### src/rtl/regfile_mp_sb.sv
// Multi-port integer register file with write-to-read bypass, hardwired x0,
// and a per-register pending scoreboard used by decode to stall on outstanding writes.
module regfile_mp_sb #(
    parameter int DATA_WIDTH    = 32,
    parameter int ADDRESS_WIDTH = 5,
    parameter int NUM_REGS      = 32,
    parameter int NUM_RD        = 2,
    parameter int NUM_WR        = 2,
    parameter int ZERO_REG      = 1,
    parameter int BYPASS        = 1
) (
    input  logic                            i_clk,
    input  logic                            i_rst,
    input  logic [NUM_WR-1:0]               i_wr_en,
    input  logic [NUM_WR*ADDRESS_WIDTH-1:0] i_wr_addr,
    input  logic [NUM_WR*DATA_WIDTH-1:0]    i_wr_data,
    input  logic [NUM_RD*ADDRESS_WIDTH-1:0] i_rd_addr,
    output logic [NUM_RD*DATA_WIDTH-1:0]    o_rd_data,
    output logic [NUM_RD-1:0]               o_rd_pending,
    input  logic                            i_iss_en,
    input  logic [ADDRESS_WIDTH-1:0]        i_iss_addr,
    output logic                            o_iss_ok
);
    localparam int DW = DATA_WIDTH;
    localparam int AW = ADDRESS_WIDTH;

    logic [DW-1:0]       r_regs [NUM_REGS];
    logic [NUM_REGS-1:0] r_pending;

    logic [NUM_REGS-1:0] w_hit;
    logic [DW-1:0]       w_wdata [NUM_REGS];
    logic [NUM_REGS-1:0] w_iss_sel;
    logic                w_iss_ok;

    // Per-register write decode; ascending port scan lets the highest port win.
    // Reg 0 is never hit when hardwired, so it can never be written or cleared.
    always_comb begin
        for (int r = 0; r < NUM_REGS; r++) begin
            w_hit[r]   = 1'b0;
            w_wdata[r] = '0;
            for (int k = 0; k < NUM_WR; k++) begin
                if (i_wr_en[k] && (i_wr_addr[k*AW +: AW] == AW'(r)) &&
                    !(ZERO_REG != 0 && r == 0)) begin
                    w_hit[r]   = 1'b1;
                    w_wdata[r] = i_wr_data[k*DW +: DW];
                end
            end
        end
    end

    // Out-of-range and hardwired-zero issue addresses select nothing, so they
    // are always accepted and never recorded.
    always_comb begin
        for (int r = 0; r < NUM_REGS; r++) begin
            w_iss_sel[r] = i_iss_en && (i_iss_addr == AW'(r)) &&
                           !(ZERO_REG != 0 && r == 0);
        end
    end

    assign w_iss_ok = i_rst || !(|(w_iss_sel & r_pending & ~w_hit));
    assign o_iss_ok = w_iss_ok;

    always_ff @(posedge i_clk or posedge i_rst) begin
        if (i_rst) begin
            for (int r = 0; r < NUM_REGS; r++) begin
                r_regs[r] <= '0;
            end
            r_pending <= '0;
        end else begin
            for (int r = 0; r < NUM_REGS; r++) begin
                if (w_hit[r]) begin
                    r_regs[r] <= w_wdata[r];
                end
                // A new reservation outranks the completion of the previous one.
                if (w_iss_sel[r] && w_iss_ok) begin
                    r_pending[r] <= 1'b1;
                end else if (w_hit[r]) begin
                    r_pending[r] <= 1'b0;
                end
            end
        end
    end

    always_comb begin
        o_rd_data    = '0;
        o_rd_pending = '0;
        for (int j = 0; j < NUM_RD; j++) begin
            for (int r = 0; r < NUM_REGS; r++) begin
                if (!i_rst && (i_rd_addr[j*AW +: AW] == AW'(r))) begin
                    if (BYPASS != 0 && w_hit[r]) begin
                        o_rd_data[j*DW +: DW] = w_wdata[r];
                    end else begin
                        o_rd_data[j*DW +: DW] = r_regs[r];
                    end
                    o_rd_pending[j] = r_pending[r] && !(BYPASS != 0 && w_hit[r]);
                end
            end
        end
    end
endmodule
### config.mk
export PLATFORM = sky130hd
export DESIGN_NAME = regfile_mp_sb
export DESIGN_NICKNAME = d
export VERILOG_FILES = /design/src/rtl/regfile_mp_sb.sv
export SDC_FILE = /design/constraint.sdc
export NUM_CORES = 2
export LEC_CHECK = 0
export ABC_AREA = 1
export BUFFER_PORTS_ARGS = -buffer_cell sky130_fd_sc_hd__buf_4
export CAP_MARGIN = 10
export CORE_MARGIN = 2
export CORE_UTILIZATION = 58
export DETAILED_ROUTE_END_ITERATION = 7
export PLACE_DENSITY = 0.81
export SYNTH_ARGS = -nofsm -noshare
export SYNTH_HDL_FRONTEND = slang
export SYNTH_SLANG_ARGS = --single-unit
### constraint.sdc
create_clock -name i_clk -period 42.8 [get_ports i_clk]
set_clock_uncertainty 0.05 [all_clocks]
set_input_delay 8.56 -clock i_clk [delete_from_list [all_inputs] [get_ports i_clk]]
set_output_delay 8.56 -clock i_clk [all_outputs]
set_load 0.05 [all_outputs]
# ---- Word-level counts from Yosys, hierarchy flattened
# Index checks and enable logic that the tools add are counted.
dict set report word_totals {
  regBits 1023
  in_bits 94
  output_inout_bits 67
  word_cells 844
}
dict set report classes {
  n_eq_ne 155
  muxes 341
  bitwise_logic 3
  n_reduce_logical 283
}
# operator n
set op_table {}
lappend op_table {{two-way mux 32 bit} 155}
lappend op_table {{equality test 5 bit, second input constant} 80}
lappend op_table {{logical AND 1 bit} 217}
lappend op_table {{equality test 5 x 4 -> 1 bit, second input constant} 40}
lappend op_table {{two-way mux 1 bit} 186}
lappend op_table {{equality test 5 x 3 -> 1 bit, second input constant} 20}
lappend op_table {{bitwise AND 32 bit} 2}
lappend op_table {{nonzero test 2 bit} 31}
lappend op_table {{equality test 5 x 2 -> 1 bit, second input constant} 10}
lappend op_table {{zero test 1 bit} 33}
lappend op_table {{NOT 32 bit} 1}
lappend op_table {{OR reduction 32 bit} 1}
lappend op_table {{equality test 5 x 1 -> 1 bit, second input constant} 5}
lappend op_table {{logical OR 1 bit} 1}

# ---- Depth between registers and ports, before layout
dict set report depth {
  ltp_word 37
  ltp_mapped 27
  depth_no_buf 26
}

# ---- Worst setup path before layout
# OpenSTA, ideal clock, no wires.
dict set report synth_timing {
  path_type {input to output}
  start {in i_rst}
  end {out o_iss_ok}
  t_arrival_ns 33.301
  t_required_ns 34.190
  slack_ns 0.889
  stages 3
  n_path_buf 1
  path_cell_list {inv_1 > o41ai_2 > buf_2}
}
dict set report synth_via {
  elab_chain_len 1
}
# element line_no
set synth_rtl {}
lappend synth_rtl {{start, declared} 13} ;# input logic i_rst,
lappend synth_rtl {{logical OR 1 bit} 60} ;# assign w_iss_ok = i_rst || !(|(w_iss_sel & r_pending & ~w_hit));
lappend synth_rtl {{end, declared} 22} ;# output logic o_iss_ok
# No other way between the ends.

# ---- Worst setup path in the final report
dict set report layout_timing {
  start {in i_wr_addr[9]}
  end {out o_rd_pending[0]}
}
dict set report layout_via {
  elab_chain_len 36
  word_cells_on_any_way 186
  classes_between {eq/ne (31); mux (62); reduce/logical (93)}
}
# element line_no
set layout_rtl {}
lappend layout_rtl {{start, declared} 15} ;# input logic [NUM_WR*ADDRESS_WIDTH-1:0] i_wr_addr,
lappend layout_rtl {{equality test 5 x 1 -> 1 bit} 42} ;# if (i_wr_en[k] && (i_wr_addr[k*AW +: AW] == AW'(r)) &&
lappend layout_rtl {{logical AND 1 bit} 42}
lappend layout_rtl {{two-way mux 1 bit} 42}
lappend layout_rtl {{zero test 1 bit} 95} ;# o_rd_pending[j] = r_pending[r] && !(BYPASS != 0 && w_hit[r]);
lappend layout_rtl {{logical AND 1 bit} 95}
lappend layout_rtl {{two-way mux 1 bit (30 in series)} 89} ;# if (!i_rst && (i_rd_addr[j*AW +: AW] == AW'(r))) begin
lappend layout_rtl {{two-way mux 1 bit *} 89}
lappend layout_rtl {{end, declared} 19} ;# output logic [NUM_RD-1:0] o_rd_pending,
# Mark *: on every way between the ends. The rest lies on a longest branch, timed or not.

==> qor.tcl <==
set qor(outcome) {finished with violations}
set qor(failed_checks) {design-rule violations}
set qor(h-tree-depth) 3
set qor(numPlacedInstances) 9742
set qor(die_width_um) 328
set qor(start_util_pct) 58.7
set qor(reg2reg_depth) 10
set qor(post_synth_and_or_nand_nor_area_fraction_pct) 33.8
set qor(mappedNetlistArea_um2) 61000
set qor(worst_slew_margin_rel_pct) 15.0
set qor(async_flop_share_pct) 100
set qor(setup.worst_path.class) {primary input to primary output}
set qor(finalHoldViolations) 0
set qor(layout_worst_path_cycle_share_pct) 52.4
set qor(tightestPinTransition_ps) 1270
set qor(drc_marker_count_from_the_first_detailed_route_iteration) 11300
set qor(final_util_pct) 64.4
set qor(clock-sinks) 1023
set qor(p_leak_nw) 31.4
set qor(clockBufferDepth) 3
set qor(cpPeakStageDelay_ps) 1120
set qor(core.rowCount) 118
set qor(post-route-drc-count) 3
set qor(compound_gate_fraction_of_synth_area_pct) 15.2
set qor(die_area_um2) 108000
set qor(port_buffers) 160
set qor(cp_data_arrival_time_ps) 13800
set qor(filler_cell_count) 9164
set qor(worstSkewPairLatency_ps) 740
set qor(crit_top_cell) {sky130_fd_sc_hd__nand3_1}
set qor(post_cts.resized_instances) 0
set qor(synthesis.instances) 8663
set qor(cp.required_ps) 34190
set qor(tns_ps) 0
set qor(dr.pass1.iters) 8
set qor(cp-startpoint) {i_wr_addr[9]}
set qor(antenna_violating_nets_left) 0
set qor(grt_overflow) 0
set qor(vdd.ir_drop.worst_mv) 0.0408
set qor(finalCriticalPeriod_ps) 22410
set qor(grt_antenna_before_repair) 5
set qor(ys_ff_latch) 1023
set qor(synth_xor_xnor_area_share_pct) 0
set qor(p_per_area_nw_per_um2) 44.7
set qor(synth-edff-count) 0
set qor(core_um2) 104000
set qor(cts_tree) {built}
set qor(final_setup_fails) 0
set qor(main_combinational_cell_family_by_area_after_synthesis) {simple AND/OR/NAND/NOR gates}
set qor(global_route.usage.total_pct) 48.1
set qor(post_synth_mux_area_share_pct) 0
set qor(clk_pin_slew_worst_paths_ps) 60
set qor(ys_seq_area_share_pct) 41.9
set qor(number_of_hold_repair_buffers_added_at_the_cts_stage) 0
set qor(crit_path_max_fanout) 51
set qor(syn_area_per_cell_um2) 7.04
set qor(fmax_ghz) 0.0446
set qor(grt_pass1_wl_mm) 395
set qor(drv.max_cap_violation_count) 0
set qor(gpl.final_weighted_congestion) 1.03
set qor(area_delta_synth_final_pct) 9.61
set qor(vias_per_cell) 6.75
set qor(grt_pass1_vias) 63600
set qor(layoutNonFillerInstCount) 9954
set qor(critical_path.startpoint_type) {primary input}
set qor(post_synth_fa_ha_maj_area_fraction_pct) 0
set qor(rsz0062_at_grt) {false}
set qor(number_of_distinct_library_cells_after_synthesis) 34
set qor(cts_inserted_buffers) 112
set qor(num-nets-final) 8570
set qor(io_pins) 161
set qor(hold_path.class) {flip-flop to flip-flop}
set qor(r2r_start) {r_pending[2]}
set qor(via_count) 67200
set qor(setup.reg_to_reg.worst_slack_ps) 40220
set qor(cts_setup_buffers) 0
set qor(detail_route.wl_per_cell_um) 26.7
set qor(place.detailed.hpwl_mm) 183
set qor(synth-main-ff-cell) {sky130_fd_sc_hd__dfrtp_1}
set qor(post_route_cells_drive_above_1_share_pct) 8.24
set qor(r2r-end) {r_pending[1]}
set qor(worstSetupEndpoint) {o_rd_pending[0]}
set qor(wl_mm) 266
set qor(end_kind) {primary output}
set qor(synthesis.nets) 8757
set qor(synth.yosys.warnings) 0
set qor(timing.final.max_slew_violations) 0
set qor(grt_start_max_net_pins) 182
set qor(cts-root-buf) {sky130_fd_sc_hd__clkbuf_16}
set qor(crit_slowest_cell) {sky130_fd_sc_hd__nand2_2}
set qor(die_y_um) 328
-- state kept, by name, indices dropped and copies added, names as in the netlist --
register	cells
r_regs	992
r_pending	31
-- cell families (layout without fill, tap and decap cells) --
logic type,after synthesis,after routing
and+or+nand+nor,4923,4923
buffers and inverters,1465,1369
AOI/OAI and AO/OA,1252,1252
DFF,1023,1023
other,0,7
-- layer usage --
metal | vias to the layer above | share of wire, % | global-route usage [%]
met5 | - | 0.11 | 0.621
met4 | 6 | 5.9 | 24.2
met3 | 1307 | 18 | 20.6
met2 | 6233 | 40 | 67.4
met1 | 31200 | 36 | 63.3
li1 | 28500 | - | -
-- placed cells by master (no fill, tap or decap), types with 143 or more instances in the layout --
cell type	netlist	final
sky130_fd_sc_hd__dfrtp_1	1023	1023
sky130_fd_sc_hd__o211ai_1	143	143
sky130_fd_sc_hd__buf_4	7	340
sky130_fd_sc_hd__inv_1	744	741
sky130_fd_sc_hd__nand3_1	501	501
sky130_fd_sc_hd__nand4_1	376	376
sky130_fd_sc_hd__nor2_1	705	648
sky130_fd_sc_hd__a221oi_1	157	157
sky130_fd_sc_hd__a21oi_1	278	278
sky130_fd_sc_hd__o221ai_1	477	477
sky130_fd_sc_hd__nand2_1	3120	3119
-- Yosys cell counts (51+ instances only) --
cell type | instances | area share (%)
sky130_fd_sc_hd__a21oi_1 | 278 | 2.3
sky130_fd_sc_hd__clkbuf_1 | 590 | 3.6
sky130_fd_sc_hd__nand4_1 | 376 | 3.9
sky130_fd_sc_hd__dfrtp_1 | 1023 | 42
sky130_fd_sc_hd__nand3_1 | 501 | 4.1
sky130_fd_sc_hd__o22ai_1 | 67 | 0.69
sky130_fd_sc_hd__nor2_1 | 705 | 4.3
sky130_fd_sc_hd__and2_1 | 106 | 1.1
sky130_fd_sc_hd__o211ai_1 | 143 | 1.8
sky130_fd_sc_hd__o221ai_1 | 477 | 6.8
sky130_fd_sc_hd__nand2_1 | 3120 | 19
sky130_fd_sc_hd__or2_2 | 51 | 0.52
sky130_fd_sc_hd__a221oi_1 | 157 | 2.3
sky130_fd_sc_hd__o21ai_0 | 60 | 0.49
sky130_fd_sc_hd__inv_1 | 744 | 4.6
-- critical path, delay by kind of cell --
kind / cells / cell delay [ps]
AO/OA/AOI/OAI: 1 / 210
AND/OR/NAND/NOR: 22 / 4080
buffers and inverters: 3 / 910
-- power breakdown --
part	internal, mW	switching [mW]	total, mW
registers	1.20	0.0691	1.27
logic	0.223	0.474	0.697
clock network	0.583	0.437	1.02
total	2.01	0.980	2.99
-- through the flow --
stage               total power, mW  worst slack, ps  instance area (um2)  hold WS, ps
finish                         2.99            20390                66900          424
global placement               1.92            20710                63100          405
floorplan                      1.77              889                61000          393
global route                   3.10            20180                66900          435
detailed placement             1.95            20650                63100          411
CTS                            2.95            20660                66900          425
-- area by class of cell --
cell class                      count  area (um2)  area share [%]
Multi-Input combinational cell   6175       30100            45.0
Sequential cell                  1023       25600            38.3
Clock buffer                      168        3330            4.97
Inverter                          821        3090            4.62
Timing Repair Buffer              343        2610            3.91
Tap cell                         1380        1730            2.58
Clock inverter                     37         443           0.662
Antenna cell                        7        17.5          0.0262
-- worst min path at each step --
stage / endpoint / start / depth (start not counted) / slack (ps)
6_report: r_pending[9] / r_pending[9] / 2 / 420
5_1_grt: r_regs[224] / r_regs[224] / 1 / 430
4_1_cts: r_regs[224] / r_regs[224] / 1 / 420
3_5_place_dp: r_regs[224] / r_regs[224] / 1 / 410
3_3_place_gp: r_regs[102] / r_regs[102] / 1 / 400
2_1_floorplan: r_pending[18] / r_pending[18] / 2 / 390
Power figures use the tool's default switching activity.
